File: src/rtl/lfsr_pkg.sv
// Shared types and helpers for the parameterised LFSR core.
package lfsr_pkg;

    typedef enum logic {
        LFSR_FIB = 1'b0,
        LFSR_GAL = 1'b1
    } lfsr_mode_e;

    typedef enum logic {
        LDR_RUN     = 1'b0,
        LDR_LOADING = 1'b1
    } ldr_state_e;

    // The prescaler never divides by less than one.
    localparam int unsigned MIN_DIV = 1;

    function automatic int unsigned calc_div(input int unsigned clock_hz,
                                             input int unsigned step_hz);
        int unsigned q;
        q = (step_hz == 0) ? clock_hz : clock_hz / step_hz;
        return (q < MIN_DIV) ? MIN_DIV : q;
    endfunction

    function automatic int unsigned cnt_width(input int unsigned n);
        return (n > 1) ? $clog2(n) : 1;
    endfunction

endpackage

File: src/rtl/lfsr_tick_gen.sv
// Prescaler: emits a one-cycle advance strobe every DIV enabled cycles.
module lfsr_tick_gen
    import lfsr_pkg::*;
#(
    parameter int unsigned DIV = 1
) (
    input  logic clk,
    input  logic reset,
    input  logic step_en,
    output logic strobe
);

    localparam int unsigned CNT_W = cnt_width(DIV);

    logic [CNT_W-1:0] count;
    logic             at_top;

    assign at_top = (count == CNT_W'(DIV - 1));
    assign strobe = step_en & at_top;

    // Counter only moves while enabled, so a paused run delays the strobe.
    always_ff @(posedge clk) begin
        if (reset) begin
            count <= '0;
        end else if (step_en) begin
            count <= at_top ? '0 : count + CNT_W'(1);
        end
    end

endmodule

File: src/rtl/param_lfsr_core.sv
// Parameterised Fibonacci/Galois LFSR with beat-wise tap and seed loading.
// Optional lockup reseed enabled by defining LFSR_LOCKUP_RECOVERY_EN.
module param_lfsr_core
    import lfsr_pkg::*;
#(
    parameter int unsigned       WIDTH        = 16,
    parameter int unsigned       LOAD_W       = 4,
    parameter int unsigned       CLOCK_HZ     = 12500,
    parameter int unsigned       STEP_HZ      = 10,
    parameter logic [WIDTH-1:0]  DEFAULT_TAPS = 16'hB400,
    parameter logic [WIDTH-1:0]  DEFAULT_SEED = 1
) (
    input  logic              clk,
    input  logic              reset,
    input  logic              taps_load,
    input  logic              seed_load,
    input  logic [LOAD_W-1:0] load_data,
    input  logic              mode,
    input  logic              step_en,
    output logic [WIDTH-1:0]  state,
    output logic              tick,
    output logic              lockup
);

    localparam int unsigned DIV    = calc_div(CLOCK_HZ, STEP_HZ);
    localparam int unsigned BEATS  = WIDTH / LOAD_W;
    localparam int unsigned BEAT_W = cnt_width(BEATS);

    logic              strobe;
    ldr_state_e        ldr_state;
    ldr_state_e        ldr_next;
    logic [BEAT_W-1:0] beat_cnt;
    logic [BEAT_W-1:0] beat_next;
    logic              drop_c;
    logic              advance_c;
    logic [WIDTH-1:0]  taps_r;
    logic [WIDTH-1:0]  adv_val_c;
    logic [WIDTH-1:0]  state_d;
    lfsr_mode_e        mode_e;

    lfsr_tick_gen #(.DIV(DIV)) u_tick_gen (
        .clk     (clk),
        .reset   (reset),
        .step_en (step_en),
        .strobe  (strobe)
    );

    // Tap-loader FSM state register.
    always_ff @(posedge clk) begin
        if (reset) begin
            ldr_state <= LDR_RUN;
            beat_cnt  <= '0;
        end else begin
            ldr_state <= ldr_next;
            beat_cnt  <= beat_next;
        end
    end

    // Tap-loader next state; a paused load simply holds.
    always_comb begin
        ldr_next  = ldr_state;
        beat_next = beat_cnt;
        case (ldr_state)
            LDR_RUN: begin
                if (taps_load) begin
                    ldr_next  = LDR_LOADING;
                    beat_next = BEAT_W'(1);
                end
            end
            LDR_LOADING: begin
                if (taps_load) begin
                    if (beat_cnt == BEAT_W'(BEATS - 1)) begin
                        ldr_next  = LDR_RUN;
                        beat_next = '0;
                    end else begin
                        beat_next = beat_cnt + BEAT_W'(1);
                    end
                end
            end
            default: begin
                ldr_next  = LDR_RUN;
                beat_next = '0;
            end
        endcase
    end

    // Advance is suppressed whenever either register is being rewritten.
    always_comb begin
        drop_c    = 1'b0;
        advance_c = 1'b0;
        drop_c    = (ldr_state == LDR_LOADING) | taps_load | seed_load;
        advance_c = strobe & ~drop_c;
    end

    assign mode_e = lfsr_mode_e'(mode);

    always_comb begin
        adv_val_c = state;
        state_d   = state;
        if (mode_e == LFSR_GAL) begin
            adv_val_c = {state[WIDTH-2:0], 1'b0} ^ (state[WIDTH-1] ? taps_r : '0);
        end else begin
            adv_val_c = {state[WIDTH-2:0], ^(state & taps_r)};
        end
`ifdef LFSR_LOCKUP_RECOVERY_EN
        if (state == '0) begin
            adv_val_c = DEFAULT_SEED;
        end
`endif
        if (seed_load) begin
            state_d = {state[WIDTH-LOAD_W-1:0], load_data};
        end else if (advance_c) begin
            state_d = adv_val_c;
        end
    end

    always_ff @(posedge clk) begin
        if (reset) begin
            state  <= DEFAULT_SEED;
            taps_r <= DEFAULT_TAPS;
            tick   <= 1'b0;
            lockup <= 1'b0;
        end else begin
            if (taps_load) begin
                taps_r <= {taps_r[WIDTH-LOAD_W-1:0], load_data};
            end
            state  <= state_d;
            tick   <= advance_c;
            lockup <= (state_d == '0);
        end
    end

endmodule

File: config.mk
export PLATFORM = sky130hd
export DESIGN_NAME = param_lfsr_core
export DESIGN_NICKNAME = d
export VERILOG_FILES = /design/src/rtl/lfsr_pkg.sv /design/src/rtl/lfsr_tick_gen.sv /design/src/rtl/param_lfsr_core.sv
export SDC_FILE = /design/constraint.sdc
export NUM_CORES = 1
export LEC_CHECK = 0
export BUFFER_PORTS_ARGS = -buffer_cell sky130_fd_sc_hd__buf_2
export CORE_ASPECT_RATIO = 0.75
export CORE_UTILIZATION = 40
export CTS_CLUSTER_DIAMETER = 200
export DETAILED_ROUTE_END_ITERATION = 10
export GPL_TIMING_DRIVEN = 0
export MAX_ROUTING_LAYER = met4
export PLACE_DENSITY_LB_ADDON = 0.2
export SLEW_MARGIN = 40
export SYNTH_ARGS = -nofsm -noshare
export SYNTH_HDL_FRONTEND = slang
export SYNTH_SLANG_ARGS = --single-unit
export TNS_END_PERCENT = 5
File: constraint.sdc
create_clock -name clk -period 1.8 [get_ports clk]
set_input_delay 0.09 -clock clk [delete_from_list [all_inputs] [get_ports clk]]
set_output_delay 0.09 -clock clk [all_outputs]
set_load 0.02 [all_outputs]
# Word level (Yosys, flattened, before mapping)
# Cells that the tools add are included.
# totals
register_bits	48
input_bits	10
output_inout_bits	18
elab_cells	37
# op_classes
n_addsub	2
eq_ne	4
n_mux	13
bitwise	8
reduce_logical	3
# op_table
op	count
$mux 16	4
$and 16x16->16	1
$logic_not 16->1	1
$reduce_xor 16->1	1
$xor 16x16->16	1
$add 11x1->11 const B	1
$eq 11x11->1 const B	1
$mux 11	1
$mux 2	3
$ne 2x2->1 const B	2
$pmux 2 s2	1
$mux 1	3
$add 2x1->2 const B	1
$and 1x1->1	2
$eq 2x2->1 const B	1
$not 1->1	2
$or 1x1->1	2
$pmux 1 s2	1
$reduce_and 2->1	1

# Longest topological paths before layout
# Gate-level depths: netlist of the first run.
# logic_depth
depth_word	7
depth_mapped	11
depth_no_buf	9

# By module
# From an unflattened synthesis of the first run, not the netlist that was laid out.
# unflattened
cells_unflattened	292
hier_area_um2	2509.9
# modules_own_cells
module	n_inst	cells_each	area_per_inst_um2	seq_area_each_um2
param_lfsr_core	1	233	1948.1	740.7
lfsr_tick_gen	1	59	561.8	220.2

# Worst setup path before layout of the first run
# OpenSTA, ideal clock, no wires.
# synth_timing
path_type	reg2reg
start	register state[15]
end	register lockup
setup_time_ps	88
arrival_ps	1893
t_required_ps	1712
setup_slack_ps	-181
path_stages_with_launch	10
n_path_buf	2
synth_period_minus_slack_ps	1981
cell_sequence	dfxtp_1 clkbuf_1 and2_1 buf_2 nand2_1 xor2_1 a31o_1 nand3_1 o31a_1 nor4_2
# synth_between
elab_chain_cells	6
word_cells_on_any_way	8
classes_between	4 x mux; 2 x bitwise; 2 x reduce/logical
# synth_lines
element	line_no	source
start: declaration	param_lfsr_core.sv:20	output logic [WIDTH-1:0] state,
start signal: assignment	param_lfsr_core.sv:127	state <= state_d;
$and 16x16->16 / $mux 16 (equally long branches)	param_lfsr_core.sv:103, param_lfsr_core.sv:101	
$reduce_xor 16->1 / $xor 16x16->16 (equally long branches)	param_lfsr_core.sv:103, param_lfsr_core.sv:101	
$mux 16	param_lfsr_core.sv:100	if (mode_e == LFSR_GAL) begin
$mux 16 (*)	param_lfsr_core.sv:112	end else if (advance_c) begin
$mux 16 (*)	param_lfsr_core.sv:110	if (seed_load) begin
$logic_not 16->1 (*)	param_lfsr_core.sv:129	lockup <= (state_d == '0);
end signal: assignment	param_lfsr_core.sv:129	
end: declaration	param_lfsr_core.sv:22	output logic lockup
# Mark *: on every way between the ends. The rest lies on a longest branch, timed or not.
# A chain may end at the register's enable or synchronous reset.

# Worst setup path in the final report of the first run
# layout_timing
start	register u_tick_gen.count[1]
end	register lockup
# layout_between
elab_chain_cells	6
# layout_lines
element	line_no	source
start: declaration	lfsr_tick_gen.sv:15	logic [CNT_W-1:0] count;
start signal: assignment	lfsr_tick_gen.sv:26	count <= at_top ? '0 : count + CNT_W'(1);
$eq 11x11->1	lfsr_tick_gen.sv:18	assign at_top = (count == CNT_W'(DIV - 1));
$and 1x1->1	lfsr_tick_gen.sv:19	assign strobe = step_en & at_top;
$and 1x1->1	param_lfsr_core.sv:92	advance_c = strobe & ~drop_c;
$mux 16	param_lfsr_core.sv:112	
$mux 16	param_lfsr_core.sv:110	
$logic_not 16->1	param_lfsr_core.sv:129	
# Every way passes these cells.

==> results of run 1 <==
[area by class of cell]
type | instances | share of cell area [%]
plain buffers | 18 | 3.64
repair buffers | 28 | 5.13
multi-input cells | 238 | 51.6
clock buffers | 5 | 2.35
clock inverters | 3 | 0.642
well taps | 78 | 3.34
flip-flops and latches | 48 | 33.1
inverters | 1 | 0.128
[cell usage in the layout (no fill, tap or decap), drive strengths merged]
master / n
nand2b: 1
and3: 4
nor2b: 4
nor2: 59
a21o: 1
nor3: 9
a31oi: 2
or3b: 1
nand3: 11
o211ai: 1
clkbuf: 15
xnor2: 15
clkinv: 3
inv: 1
o21ai: 3
nor4: 2
nand2: 32
buf: 36
and2: 3
a211o: 4
nand4b: 1
xor2: 25
and4bb: 1
nand4: 4
a31o: 1
a21oi: 20
and4: 2
a211oi: 11
nor4b: 2
mux2i: 15
dfxtp: 48
o31a: 1
ha: 3
[worst max-delay path: stages (launching register included)]
cell and delay, ns:
dfxtp_2 0.33, inv_1 0.04, ha_1 0.12, and4bb_2 0.24
and4_4 0.23, buf_8 0.14, buf_12 0.13, a31oi_1 0.11
o31a_1 0.31, nor4_2 0.27
[state kept, by name (all words and copies together) (netlist names)]
| signal | flops |
|---|---|
| state | 16 |
| taps_r | 16 |
| u_tick_gen.count | 11 |
| beat_cnt | 2 |
| ldr_state | 1 |
| lockup | 1 |
| tick | 1 |
[worst max-delay path by stage]
stage / startpoint / cells past startpoint / end
after detailed placement: u_tick_gen.count[1] / 10 / lockup
after global routing: u_tick_gen.count[1] / 10 / lockup
after CTS: u_tick_gen.count[3] / 8 / lockup
after floorplan: u_tick_gen.count[1] / 10 / lockup
final: u_tick_gen.count[1] / 9 / lockup
after global placement: u_tick_gen.count[1] / 10 / lockup
[metal layers]
layer / wire (um) / vias to the layer above / global-route usage [%]
met5: 0 / - / -
met4: 61 / 0 / 5.13
met3: 455 / 7 / 3.87
met2: 2540 / 60 / 28.1
met1: 3290 / 1036 / 32.5
li1: - / 1112 / -
[what timing repair did]
item                       CTS  global route
setup endpoints to repair   10            23
hold buffers                 0             0
buffers inserted             4             0
cloned                       0             0
resized for setup            9             6
pin swaps                    3             3
[power groups by stage]
stage	registers, W	logic [W]	clock network (W)
4_1_cts	0.00115	0.000238	0.000655
2_1_floorplan	0.00118	0.000149	0
3_5_place_dp	0.00118	0.000224	0
3_3_place_gp	0.00118	0.000222	0
6_report	0.00116	0.000244	0.000638
5_1_grt	0.00116	0.000272	0.000698
[metrics by stage]
| step | area, um^2 | setup slack (ns) | utilization, % | setup TNS, ns | instances |
|---|---|---|---|---|---|
| floorplan | 2540 | -0.0441 | - | -0.0441 | 305 |
| global placement | 2760 | -0.278 | 46.4 | -0.943 | 407 |
| detailed placement | 2760 | -0.278 | 46.4 | -1.01 | 407 |
| CTS | 2910 | -0.198 | 48.9 | -0.598 | 419 |
| global route | 2920 | -0.340 | 49.2 | -2.10 | 419 |
| finish | 2920 | -0.219 | 49.2 | -0.708 | 419 |
[kinds of logic after synthesis]
| family | after synthesis | share of synthesized area, % |
|---|---|---|
| mux | 15 | 5.93 |
| fa+ha+maj | 3 | 1.48 |
| buf+inv | 19 | 4.15 |
| compound gates | 44 | 11.0 |
| simple gates | 136 | 25.7 |
| xor+xnor | 40 | 13.8 |
| flops | 48 | 38.0 |
==> results.cfg, run 1 <==
[global_route]
vias_in_the_first_global_route = 2050
grt_first_pass_wirelength_um = 10400
maximum_number_of_pins_on_one_net_before_global_route_repair = 16
grt_antenna_before_repair = 0
gr-total-overflow = 0
groute.usage.overall_pct = 21.2

[synth]
synth_top_area_share_pct = 38.0
avgSynthCellArea_um2 = 8.30
synth.net_count = 318
dominant_cell_type_by_area_after_synthesis = dfxtp_1
synth_async_sr_flop_share_pct = 0
ys_top_cells_by_count = nor2_1, dfxtp_1, nand2_1, xor2_1, a21oi_1
synth_area_leaders = dfxtp_1, nor2_1, xor2_1, mux2i_1, xnor2_1
yosys.cell_types.count = 40
ys_warn_count = 0
share_of_synthesized_area_occupied_by_flip_flops_and_latches_pct = 38.0
ys_ff_latch = 48
syn-instance-count = 305
yosysMostFrequentCell = nor2_1
netlist_area_pre_place_um2 = 2530
synth_edf_count = 0
postSynth.topFlopCell = dfxtp_1

[setup_path]
setup.worst_path.end_class = flop
depth_of_the_most_critical_reg_to_reg_path = 9
worstPathRequired_ns = 2.02
setup.worst_path.start_class = flop
regToRegSetupSlack_ns = -0.22
arrival_ns = 2.24
criticalPathCategory = flop to flop
crit_path_max_fanout = 10
regToRegEndpoint = lockup
r2r-start = u_tick_gen.count[1]

[hold_path]
worstHoldEndpoint = u_tick_gen.count[1]
hold_path.startpoint = step_en
timing.hold.worst_path_depth = 2
worst_hold_path_type = primary input to flop

[flow_run]
timing.max_cap.violations = 0

[power]
cellLeakagePower_nw = 1.15
p_int_w = 0.00147
gate_power_share_pct = 12.0
power.sequential.fraction_pct = 56.7
netSwitchingPower_w = 0.000565
power.density_nw_per_um2 = 697
switching_share_pct = 27.7
clkPwrFrac_pct = 31.3
finalPower_w = 0.00204
max_rail_drop_vdd_mv = 0.452

[detailed_routing]
vias_per_cell = 5.29
drc = 0
routed_wl_um = 6350
drtPass1Iterations = 4
vias = 2215
first_iter_violations = 138
ant_nets = 0
routedWlPerCell_um = 15.2

[place]
hpwlAfterDp_um = 4670
globalplace.congestion = 0.906
io_buffer_count = 24

[clock_network]
clk_latency_ns = 0.30
tritoncts = done
cts.path.max_buffers = 2
h-tree-depth = 2
clkSinkCount = 48
cts.root.buffer_cell = clkbuf_8
cts-buffers-inserted = 5
cts.clk_slew.worst_paths_ns = 0.09

[floorplan]
io_pins = 28
floorplan.rows = 24
floorplan.initialDensity_pct = 42.6
floorplan.core_area_um2 = 5950
die_h_um = 70.9
dieWidth_um = 93.9
design.die.area_um2 = 6650

[finish]
area_delta_synth_final_pct = 15.5
register_area_um2 = 968
n_antenna_cell = 0
multi_input_area_um2 = 1510
nets = 353
fillCellCount = 597
fraction_of_final_layout_cells_with_drive_strength_greater_than_1_pct = 18.2

[run_status]
violations = negative setup slack
status = complete, but fails checks

[timing]
worst_pin_slew_ns = 0.670
final_min_period_over_clock_period_pct = 112
max-slew-margin-rel_pct = 55.3
skew_ns = 0.00531
achievable-frequency_ghz = 0.495
timing.final.crit_period_ns = 2.02
layout_setup_ws_ns = -0.219
rsz_0062_raised_after_global_routing = yes
final_setup_violating_endpoints = 7
timing.final.max_slew_violations = 0
final_hold_viol_count = 0
worst_hold_slack_ns = 0.0480
Note: power is estimated with default switching activity, not from simulation.
==> run 2, diff against run 1 <==
Settings changed: CORE_UTILIZATION 40 to 35.
==> results.cfg, run 2 (synthesized netlist as in run 1, its figures left out) <==
[power]
finalPower_w = 0.00210
power.density_nw_per_um2 = 666
max_rail_drop_vdd_mv = 0.333
cellLeakagePower_nw = 1.22

[finish]
area_delta_synth_final_pct = 24.7
n_antenna_cell = 0
register_area_um2 = 970
fillCellCount = 716
non_filler_instance_count_after_layout = 447
final_core_util_pct = 45.8
layout_commonest_cell = nor2_1
mostFrequentLayoutCells = nor2_1, dfxtp_1, nand2_1, buf_2, xor2_1
fraction_of_final_layout_cells_with_drive_strength_greater_than_1_pct = 24.9
regs_by_ff_count = state: 16 flops, taps_r: 16 flops, u_tick_gen.count: 11 flops
nets = 361
finish.instance_area_um2 = 3160
multi_input_area_um2 = 1620

[timing]
final_min_period_over_clock_period_pct = 110
achievable-frequency_ghz = 0.505
timing.final.max_slew_violations = 0
final_setup_violating_endpoints = 10
timing.final.crit_period_ns = 1.98
worst_pin_slew_ns = 0.694
final_hold_viol_count = 0
skew_ns = 0.00978
max-slew-margin-rel_pct = 53.8
layout_setup_ws_ns = -0.179
rsz_0062_raised_after_global_routing = yes

[place]
io_buffer_count = 24
numPlacedInstances = 427
pre_cts_slack_ns = -0.276
postPlaceCellArea_um2 = 2780
globalplace.congestion = 0.866
hpwlAfterDp_um = 4770

[detailed_routing]
first_iter_violations = 109
drtPass1Iterations = 4
vias = 2302
routed_wl_um = 7120
vias_per_cell = 5.15
routedWlPerCell_um = 15.9
drc = 0
ant_nets = 0

[setup_path]
cp_slowest_cell = dfxtp_2
cpPeakStageDelay_ns = 0.35
setup.worst_path.end_class = flop
setup.worst_path.start_class = flop
critical_path.cell_chain = inv_2 > ha_4 > and4bb_2 > and4_4 > buf_16 > nor3_2 > a31o_1 > nand3_1 > o31a_1 > nor4_2
worstPathRequired_ns = 2.02
critical_path_buf_inv_count = 2
regToRegEndpoint = lockup
regToRegSetupSlack_ns = -0.18
crit_path_max_fanout = 4
critical-path-top-delay-family = simple AND/OR/NAND/NOR gates
arrival_ns = 2.20
r2r-start = u_tick_gen.count[1]
depth_of_the_most_critical_reg_to_reg_path = 10
criticalPathCategory = flop to flop

[global_route]
groute.usage.overall_pct = 19.9
vias_in_the_first_global_route = 2071
grt_first_pass_wirelength_um = 11000
maximum_number_of_pins_on_one_net_before_global_route_repair = 15
gr-total-overflow = 0
grt_antenna_before_repair = 0

[floorplan]
floorplan.initialDensity_pct = 36.7
design.die.area_um2 = 7580
die_h_um = 75.6
dieWidth_um = 100
floorplan.rows = 26
floorplan.core_area_um2 = 6900
io_pins = 28

[run_status]
violations = negative setup slack
status = complete, but fails checks

[clock_network]
clkSinkCount = 48
cts.root.buffer_cell = clkbuf_8
h-tree-depth = 2
cts.clk_slew.worst_paths_ns = 0.09
cts-buffers-inserted = 5
number_of_hold_buffers_added_after_cts = 0
cts.path.max_buffers = 2
clk_latency_ns = 0.30
tritoncts = done

[hold_path]
worst_hold_path_type = primary input to flop
timing.hold.worst_path_depth = 2
hold_path.startpoint = step_en
worstHoldEndpoint = u_tick_gen.count[1]

[flow_run]
timing.max_cap.violations = 0
-- run 2: worst max path at each step --
stage | from | cells after the start | to | slack (ns)
after detailed placement | u_tick_gen.count[2] | 6 | lockup | -0.28
after global routing | u_tick_gen.count[1] | 10 | lockup | -0.30
final | u_tick_gen.count[1] | 10 | lockup | -0.18
after CTS | u_tick_gen.count[1] | 11 | lockup | -0.18
after floorplan | u_tick_gen.count[1] | 10 | lockup | -0.04
after global placement | u_tick_gen.count[0] | 7 | lockup | -0.32
-- run 2: per-stage QoR --
step | TNS [ns] | hold slack (ns)
finish | -0.764 | 0.0736
floorplan | -0.0441 | 0.176
global route | -2.40 | 0.0724
CTS | -0.967 | 0.0543
global placement | -1.05 | 0.367
detailed placement | -1.03 | 0.372
-- run 2: cell type report --
class / count / share of cell area [%]
clock buffer: 7 / 2.74
buffer: 18 / 3.81
tap: 98 / 3.89
timing repair buffer: 35 / 7.18
inverter: 1 / 0.119
clock inverter: 1 / 0.238
sequential: 48 / 30.7
multi-input combinational: 239 / 51.3
-- run 2: what timing repair did --
item                                    CTS  global route
endpoints found under the setup margin    9            25
gates resized for setup                  23            20
endpoints found under the hold margin     0             0
pin swaps                                12             7
setup buffers                            10             0
gates cloned                              2             0
-- run 2: report_power, final --
group	internal (W)	switching, W
clock	0.000313	0.000367
sequential	0.00110	0.0000550
combinational	0.000110	0.000155
-- run 2: routing by layer --
layer	track usage, %	wire length, um	up-vias
li1	-	-	1129
met1	29.2	3640	1102
met2	27.5	2970	65
met3	4.13	441	6
met4	4.51	70	0
met5	-	0	-
